[config.mk]
export PLATFORM = sky130hd
export DESIGN_NAME = alu_cmd_issuer
export DESIGN_NICKNAME = d
export VERILOG_FILES = /design/src/rtl/alu_cmd_issuer.sv
export SDC_FILE = /design/constraint.sdc
export NUM_CORES = 1
export LEC_CHECK = 0
export CORE_MARGIN = 1.5
export CORE_UTILIZATION = 54
export DETAILED_ROUTE_END_ITERATION = 8
export HOLD_SLACK_MARGIN = 0.02
export PLACE_DENSITY = 0.85
export SYNTH_ARGS = -nofsm -noshare
export SYNTH_HDL_FRONTEND = slang
export SYNTH_SLANG_ARGS = --single-unit
[constraint.sdc]
create_clock -name clk -period 2.6 [get_ports clk]
set_input_delay 0.26 -clock clk [delete_from_list [all_inputs] [get_ports clk]]
set_output_delay 0.26 -clock clk [all_outputs]
set_load 0.02 [all_outputs]
[src/rtl/alu_cmd_issuer.sv]
// Command FIFO + sequencer that drives alu_8bit and returns its results.
// Optional ALU_CMD_STATS_EN adds accepted-response and error counters.
module alu_cmd_issuer #(
  parameter int FIFO_DEPTH = 4,
  parameter int ALU_LAT    = 1
) (
  input  logic        clk,
  input  logic        rst_n,
  input  logic        cmd_valid,
  output logic        cmd_ready,
  input  logic [7:0]  cmd_a,
  input  logic [7:0]  cmd_b,
  input  logic [2:0]  cmd_op,
  input  logic        cmd_cin,
  output logic [7:0]  alu_a,
  output logic [7:0]  alu_b,
  output logic [2:0]  alu_op,
  output logic        alu_cin,
  input  logic [15:0] alu_result,
  input  logic [7:0]  alu_rem,
  input  logic        alu_cout,
  output logic        rsp_valid,
  input  logic        rsp_ready,
  output logic [15:0] rsp_result,
  output logic [7:0]  rsp_rem,
  output logic        rsp_cout,
  output logic        rsp_err
`ifdef ALU_CMD_STATS_EN
  ,
  output logic [15:0] stat_ops,
  output logic [15:0] stat_errs
`endif
);

  localparam int AW = $clog2(FIFO_DEPTH);
  localparam int CW = $clog2(FIFO_DEPTH + 1);
  localparam int LW = $clog2(ALU_LAT + 1);

  typedef struct packed {
    logic [2:0] op;
    logic       cin;
    logic [7:0] a;
    logic [7:0] b;
  } cmd_t;

  typedef enum logic [1:0] {
    IDLE,
    CHECK,
    WAIT,
    RESP
  } state_t;

  state_t state, state_next;

  cmd_t          mem [FIFO_DEPTH];
  cmd_t          cur;
  logic [AW-1:0] wr_ptr, rd_ptr;
  logic [CW-1:0] count;
  logic [LW-1:0] lat_cnt;

  logic push, pop, load, capture, reject, done;
  logic legal, bad;

  assign cmd_ready = (count != CW'(FIFO_DEPTH));
  assign push      = cmd_valid && cmd_ready;
  assign rsp_valid = (state == RESP);

  always_comb begin
    legal = 1'b0;
    case (cur.op)
      3'b000, 3'b001,
      3'b101, 3'b110: legal = 1'b1;
      default:        legal = 1'b0;
    endcase
    bad = !legal || (cur.op == 3'b110 && cur.b == 8'd0);
  end

  always_comb begin
    state_next = state;
    pop        = 1'b0;
    load       = 1'b0;
    capture    = 1'b0;
    reject     = 1'b0;
    done       = 1'b0;
    unique case (state)
      IDLE: begin
        if (count != '0) begin
          pop        = 1'b1;
          state_next = CHECK;
        end
      end
      CHECK: begin
        if (bad) begin
          reject     = 1'b1;
          state_next = RESP;
        end else begin
          load       = 1'b1;
          state_next = WAIT;
        end
      end
      WAIT: begin
        // Extra cycle covers the ALU sampling edge after alu_* load.
        if (lat_cnt == LW'(ALU_LAT)) begin
          capture    = 1'b1;
          state_next = RESP;
        end
      end
      RESP: begin
        if (rsp_ready) begin
          done       = 1'b1;
          state_next = IDLE;
        end
      end
      default: state_next = IDLE;
    endcase
  end

  always_ff @(posedge clk) begin
    if (push) begin
      mem[wr_ptr] <= '{op: cmd_op, cin: cmd_cin,
                       a: cmd_a, b: cmd_b};
    end
  end

  always_ff @(posedge clk) begin
    if (!rst_n) begin
      state      <= IDLE;
      wr_ptr     <= '0;
      rd_ptr     <= '0;
      count      <= '0;
      cur        <= '0;
      lat_cnt    <= '0;
      alu_a      <= '0;
      alu_b      <= '0;
      alu_op     <= '0;
      alu_cin    <= 1'b0;
      rsp_result <= '0;
      rsp_rem    <= '0;
      rsp_cout   <= 1'b0;
      rsp_err    <= 1'b0;
    end else begin
      state <= state_next;
      if (push) wr_ptr <= wr_ptr + 1'b1;
      if (pop) begin
        rd_ptr <= rd_ptr + 1'b1;
        cur    <= mem[rd_ptr];
      end
      count <= count + CW'(push) - CW'(pop);
      if (load) begin
        alu_a   <= cur.a;
        alu_b   <= cur.b;
        alu_op  <= cur.op;
        alu_cin <= cur.cin;
        lat_cnt <= '0;
      end else if (state == WAIT) begin
        lat_cnt <= lat_cnt + 1'b1;
      end
      if (reject) begin
        rsp_result <= '0;
        rsp_rem    <= '0;
        rsp_cout   <= 1'b0;
        rsp_err    <= 1'b1;
      end else if (capture) begin
        rsp_result <= alu_result;
        rsp_rem    <= (cur.op == 3'b110) ? alu_rem : 8'd0;
        rsp_cout   <= alu_cout;
        rsp_err    <= 1'b0;
      end
    end
  end

`ifdef ALU_CMD_STATS_EN
  always_ff @(posedge clk) begin
    if (!rst_n) begin
      stat_ops  <= '0;
      stat_errs <= '0;
    end else if (done) begin
      if (stat_ops != 16'hFFFF) stat_ops <= stat_ops + 1'b1;
      if (rsp_err && stat_errs != 16'hFFFF)
        stat_errs <= stat_errs + 1'b1;
    end
  end
`endif

endmodule

; ---- Word-level counts from Yosys, hierarchy flattened
; Memory sizes are Yosys's and may differ from the RTL's. A register that Yosys moved wholly into a read port is not among the register bits.
; Cells that the tools add are included.
[op_classes]
n_addsub = 5
n_eq_ne = 10
n_mux = 19
bitwise = 1
n_reduce_logical = 14
[ops]
columns = cell, n
row1 = 2-to-1 mux 1 bit, 14
row2 = logical NOT 8 bit, 1
row3 = 2-to-1 mux 8 bit, 1
row4 = case mux 2 bit (4 select lines), 1
row5 = equality test 3 bit (second input constant), 2
row6 = 2-to-1 mux 2 bit, 3
row7 = adder 2 x 1 -> 2 bit (second input constant), 2
row8 = equality test 2 bit (second input constant), 2
row9 = inequality test 2 bit (second input constant), 2
row10 = OR reduction 2 bit, 2
row11 = OR reduction 4 bit, 1
row12 = adder 3 x 1 -> 3 bit, 1
row13 = equality test 3 x 1 -> 1 bit (second input constant), 1
row14 = logical NOT 3 bit, 1
row15 = inequality test 3 bit (second input constant), 1
row16 = AND reduction 3 bit, 1
row17 = nonzero test 3 bit, 1
row18 = subtractor 3 x 1 -> 3 bit, 1
row19 = equality test 2 x 1 -> 1 bit (second input constant), 1
row20 = logical AND 1 bit, 2
row21 = logical NOT 1 bit, 2
row22 = logical NOT 2 bit, 1
row23 = inequality test 2 x 1 -> 1 bit (second input constant), 1
row24 = nonzero test 2 bit, 1
row25 = other kinds (3), 3
[totals]
ff_bits = 56
ramBits = 80
in_bits = 49
output_inout_bits = 48
mem_count = 1
[mem_list]
columns = name, depth, width, read_ports, rd_ports_with_merged_regs, write_ports, line
row1 = mem, 4, 20, 1, 1, 1, 55  ; cmd_t mem [FIFO_DEPTH];

; ---- Depth between registers and ports, before layout
[depth]
ltp_word = 8
ltp_mapped = 11
depth_no_buf = 10

; ---- Worst setup path after synthesis
; Ideal clock, no wire load.
[synth_timing]
path_kind = register to register
startpoint = register state[0]
endpoint = register count[2]
arrival_time_ns = 2.153
t_required_ns = 2.485
setup_slack_ns = 0.332
path_stages_with_launch = 12
path_buffers = 1
period_less_slack_ns = 2.268
path_cell_list = dfxtp_1 -> inv_1 -> ha_1 -> nand2b_1 -> inv_1 -> buf_1 -> ha_1 -> inv_1 -> ha_1 -> fa_1 -> xnor2_1 -> and2_1
[synth_via]
elab_chain_cells = 3
[synth_lines]
columns = element, line
row1 = "start, declared", 53  ; state_t state, state_next;
row2 = "start signal, assigned", 142  ; state <= state_next;
row3 = logical NOT 2 bit, 85  ; unique case (state)
row4 = 2-to-1 mux 1 bit, 85
row5 = named net pop, 61  ; logic push, pop, load, capture, reject, done;
row6 = subtractor 3 x 1 -> 3 bit, 148  ; count <= count + CW'(push) - CW'(pop);
row7 = "end signal, assigned", 148
row8 = "end, declared", 58  ; logic [CW-1:0] count;
; The timed path passes the listed nets, and every way through them passes these cells.
; A chain may end at the register's enable or synchronous reset.

; ---- Final worst setup path
[layout_timing]
startpoint = register count[2]
endpoint = register count[2]
[layout_via]
elab_chain_cells = 4
[layout_lines]
columns = element, line
row1 = inequality test 3 bit or nonzero test 3 bit (tied branches), "64, 87"
row2 = logical AND 1 bit or 2-to-1 mux 1 bit (tied branches), "65, 87"
row3 = adder 3 x 1 -> 3 bit or 2-to-1 mux 1 bit (tied branches), "148, 85"
row4 = subtractor 3 x 1 -> 3 bit *, 148
; Mark *: on every way between the ends. The rest lies on a longest branch, timed or not.

==> impl_metrics.tcl <==
set metrics [dict create \
    outcome "complete, no violations" \
    setup_violations 0 \
    fmaxAchievable_mhz 441 \
    worst_slew_margin_relative_to_its_limit_pct 44.3 \
    antenna_cells 0 \
    post_cts_resize_count 0 \
    path_class "register to register" \
    cts_setup_buffers 0 \
    setup.worst_path.end_class "register" \
    ff_latch_area_um2 3920 \
    final_worst_path_period_share_pct 87.3 \
    initial_utilization_pct 55.5 \
    die_x_um 111 \
    final-hold-violation-count 0 \
    worst_path_cell_chain "or3b_1 -> and2_1 -> inv_1 -> ha_1 -> inv_1 -> ha_1 -> fa_1 -> xnor2_1 -> and2_1" \
    crit_slowest_cell "sky130_fd_sc_hd__or3b_1" \
    hold_start "alu_result[9]" \
    yosys_most_used_dff "sky130_fd_sc_hd__edfxtp_1" \
    grt_first_pass_wirelength_um 21700 \
    number_of_flops_mapped_to_enable_cells_by_yosys 80 \
    insertion_delay_ns 0.42 \
    critical_path.top_delay_family "simple AND/OR/NAND/NOR gates" \
    area_growth_syn_to_layout_pct 26.3 \
    number_of_buffers_between_clock_root_and_the_deepest_sink 2 \
    first_pass_iters 5 \
    first_global_vias 4296 \
    fin_crit_ns 2.27 \
    synthesis.area_um2 6340 \
    yosysSeqAreaShare_pct 61.9 \
    tightestPinTransition_ns 0.833 \
    power.switching_uw 2390 \
    synthCells 485 \
    fin_setup_tns_ns 0 \
    timing.max_cap.violations 0 \
    detailroute.via_count 4242 \
    timing.rr.start "count[2]" \
    fraction_of_layout_instances_using_a_drive_strength_above_1_pct 15.0 \
    hold_class "input pin to register" \
    timing_max_transition_violations_final 0 \
    tritoncts "built" \
    netlist.top_cell.by_area "sky130_fd_sc_hd__edfxtp_1" \
    numCtsBuffers 17 \
    power_share_of_the_combinational_group_pct 27.1 \
    final_antenna_net_count 0 \
    antenna_violations_before_repair 0 \
    clock-skew-final_ns 0.00735 \
    fp.coreArea_um2 11400 \
    cp_num_buf_inv 2 \
    postSynthNetCount 546 \
    areal_power_density_over_the_cells_nw_per_um2 949 \
    synth.avg_cell_area_um2 13.1 \
    critical_path.max_stage_delay_ns 0.44 \
    worst_setup_path_start_kind "register" \
    global_route.overflow_total 0 \
    clockRootBuffer "sky130_fd_sc_hd__clkbuf_16" \
    largest_net_degree_at_the_start_of_global_routing 38 \
    irDropWorstVdd_v 0.000482 \
    via_per_inst 5.76 \
    drt-wirelength-per-cell_um 17.9 \
    ys_warn_count 0 \
    multiInputGateArea_um2 2240 \
    global_route.usage.total_pct 22.3 \
    fillerInstances 758 \
    postRouteWirelength_um 13200 \
    whs_ns 0.399 \
    synth.area.top_cells "sky130_fd_sc_hd__edfxtp_1 38%, sky130_fd_sc_hd__dfxtp_1 24%, sky130_fd_sc_hd__mux4_2 7.1%" \
    ys_seq_elements 156 \
    final_cell_mix "96 x sky130_fd_sc_hd__clkdlybuf4s50_1, 81 x sky130_fd_sc_hd__nand2_1, 80 x sky130_fd_sc_hd__edfxtp_1, 76 x sky130_fd_sc_hd__dfxtp_1, 22 x sky130_fd_sc_hd__a21boi_0" \
    timing.critical_path.arrival_ns 2.57 \
    seqPwrFrac_pct 42.6 \
    input_output_buffers 96 \
    data_required_time_at_the_worst_endpoint_ns 2.90 \
    die_area_um2 12400 \
    place_congestion 0.796 \
    clock-sinks 156 \
    async_reset_ff_share_pct 0 \
    p_leak_uw 0.00277 \
    cts-hold-fix-buffers 0 \
    worstPathMaxFanout 6 \
    rows 39 \
    worst_path_clk_slew_ns 0.06 \
    power.share.switching_pct 31.5 \
    mostFrequentLayoutCell "sky130_fd_sc_hd__clkdlybuf4s50_1" \
    crit_path_start "count[2]" \
    hpwl_um 8470 \
    post-synth-top-area-fraction_pct 37.9 \
    h-tree-depth 4 \
    nets 642 \
    share_clk_of_total_power_pct 30.3 \
    io_pins 97 \
    fp.dieH_um 111 \
    rsz0062_at_grt "false" \
    drtIter0Drc 345 \
    detail_route.drc_violations 0 \
    ys_types 43 \
    design_internal_power_uw 5210 \
]
## power by group through the flow
stage | Sequential (uW) | Clock, uW | Combinational, uW
2_1_floorplan | 3240 | 0 | 1440
6_report | 3240 | 2300 | 2060
3_3_place_gp | 3250 | 0 | 1960
4_1_cts | 3230 | 2340 | 2070
5_1_grt | 3280 | 2440 | 2250
3_5_place_dp | 3280 | 0 | 2040
## area by class of cell
| type | count | area share, % |
|---|---|---|
| sequential | 156 | 49.0 |
| clock inverter | 9 | 0.718 |
| inverter | 11 | 0.515 |
| clock buffer | 23 | 6.28 |
| timing repair buffer | 109 | 13.4 |
| tap | 143 | 2.23 |
| multi-input combinational | 286 | 27.9 |
## synthesized netlist by cell type, drive strengths merged, types with 2 or more instances
master / number
a21oi: 19
o21ai: 6
inv: 11
and3: 6
a22oi: 8
nand2: 81
a31oi: 9
and3b: 10
nor2b: 4
ha: 11
dfxtp: 76
a22o: 9
buf: 11
edfxtp: 80
xor2: 3
clkbuf: 21
mux4: 20
o21a: 2
and2: 12
a32o: 8
o211ai: 10
a21boi: 23
o2111ai: 9
nand2b: 11
or4: 2
xnor2: 4
nor2: 10
## layer usage
layer | vias to the layer above | routed length (um) | global-route usage (%)
met3 | 21 | 715 | 5.33
met4 | 0 | 233 | 10.5
met2 | 159 | 6660 | 36.6
li1 | 1984 | - | -
met5 | - | 0 | 0
met1 | 2078 | 5580 | 28.1
## worst paths after layout
path         slack, ns       endpoint  depth (start not counted)
min reg2reg       0.46  rsp_result[1]                          2
max reg2reg       0.33       count[2]                          9
max               0.33       count[2]                          9
min               0.40  rsp_result[9]                          3
## cells by family (layout without fill, tap and decap cells)
| kind of cell | after synthesis | in the layout | share of synthesized area, % |
|---|---|---|---|
| buf+inv | 43 | 152 | 2.88 |
| flops | 156 | 156 | 61.9 |
| simple gates | 138 | 138 | 10.9 |
| fa+ha+maj | 12 | 12 | 2.49 |
| compound gates | 108 | 108 | 13.6 |
| mux | 21 | 21 | 7.26 |
| xor+xnor | 7 | 7 | 0.967 |
## sequential cells by signal, summed over array words and instances (netlist names)
name and flops:
rsp_result 16, mem 80, lat_cnt 1, rsp_rem 8, alu_b 8, rsp_cout 1, wr_ptr 2, alu_op 3
state 2, count 3, alu_cin 1, alu_a 8, cur 20, rsp_err 1, rd_ptr 2
## stage by stage
stage | cells | total power [uW] | util (%) | area (um^2) | setup slack, ns
6_report | 737 | 7600 | 70.2 | 8010 | 0.331
5_1_grt | 737 | 7980 | 70.2 | 8010 | 0.183
4_1_cts | 737 | 7640 | 70.2 | 8010 | 0.341
3_5_place_dp | 705 | 5320 | 65.3 | 7450 | 0.265
3_3_place_gp | 705 | 5200 | 65.3 | 7450 | 0.352
2_1_floorplan | 485 | 4680 | - | 6340 | 0.332
## worst reg2reg max path, stage by stage (launching register included)
cell,delay (ns)
sky130_fd_sc_hd__dfxtp_1,0.37
sky130_fd_sc_hd__or3b_1,0.45
sky130_fd_sc_hd__and2_1,0.23
sky130_fd_sc_hd__inv_1,0.09
sky130_fd_sc_hd__ha_1,0.13
sky130_fd_sc_hd__inv_1,0.04
sky130_fd_sc_hd__ha_1,0.18
sky130_fd_sc_hd__fa_1,0.38
sky130_fd_sc_hd__xnor2_1,0.14
sky130_fd_sc_hd__and2_1,0.16
No activity file was read; power rests on OpenSTA's default activity.
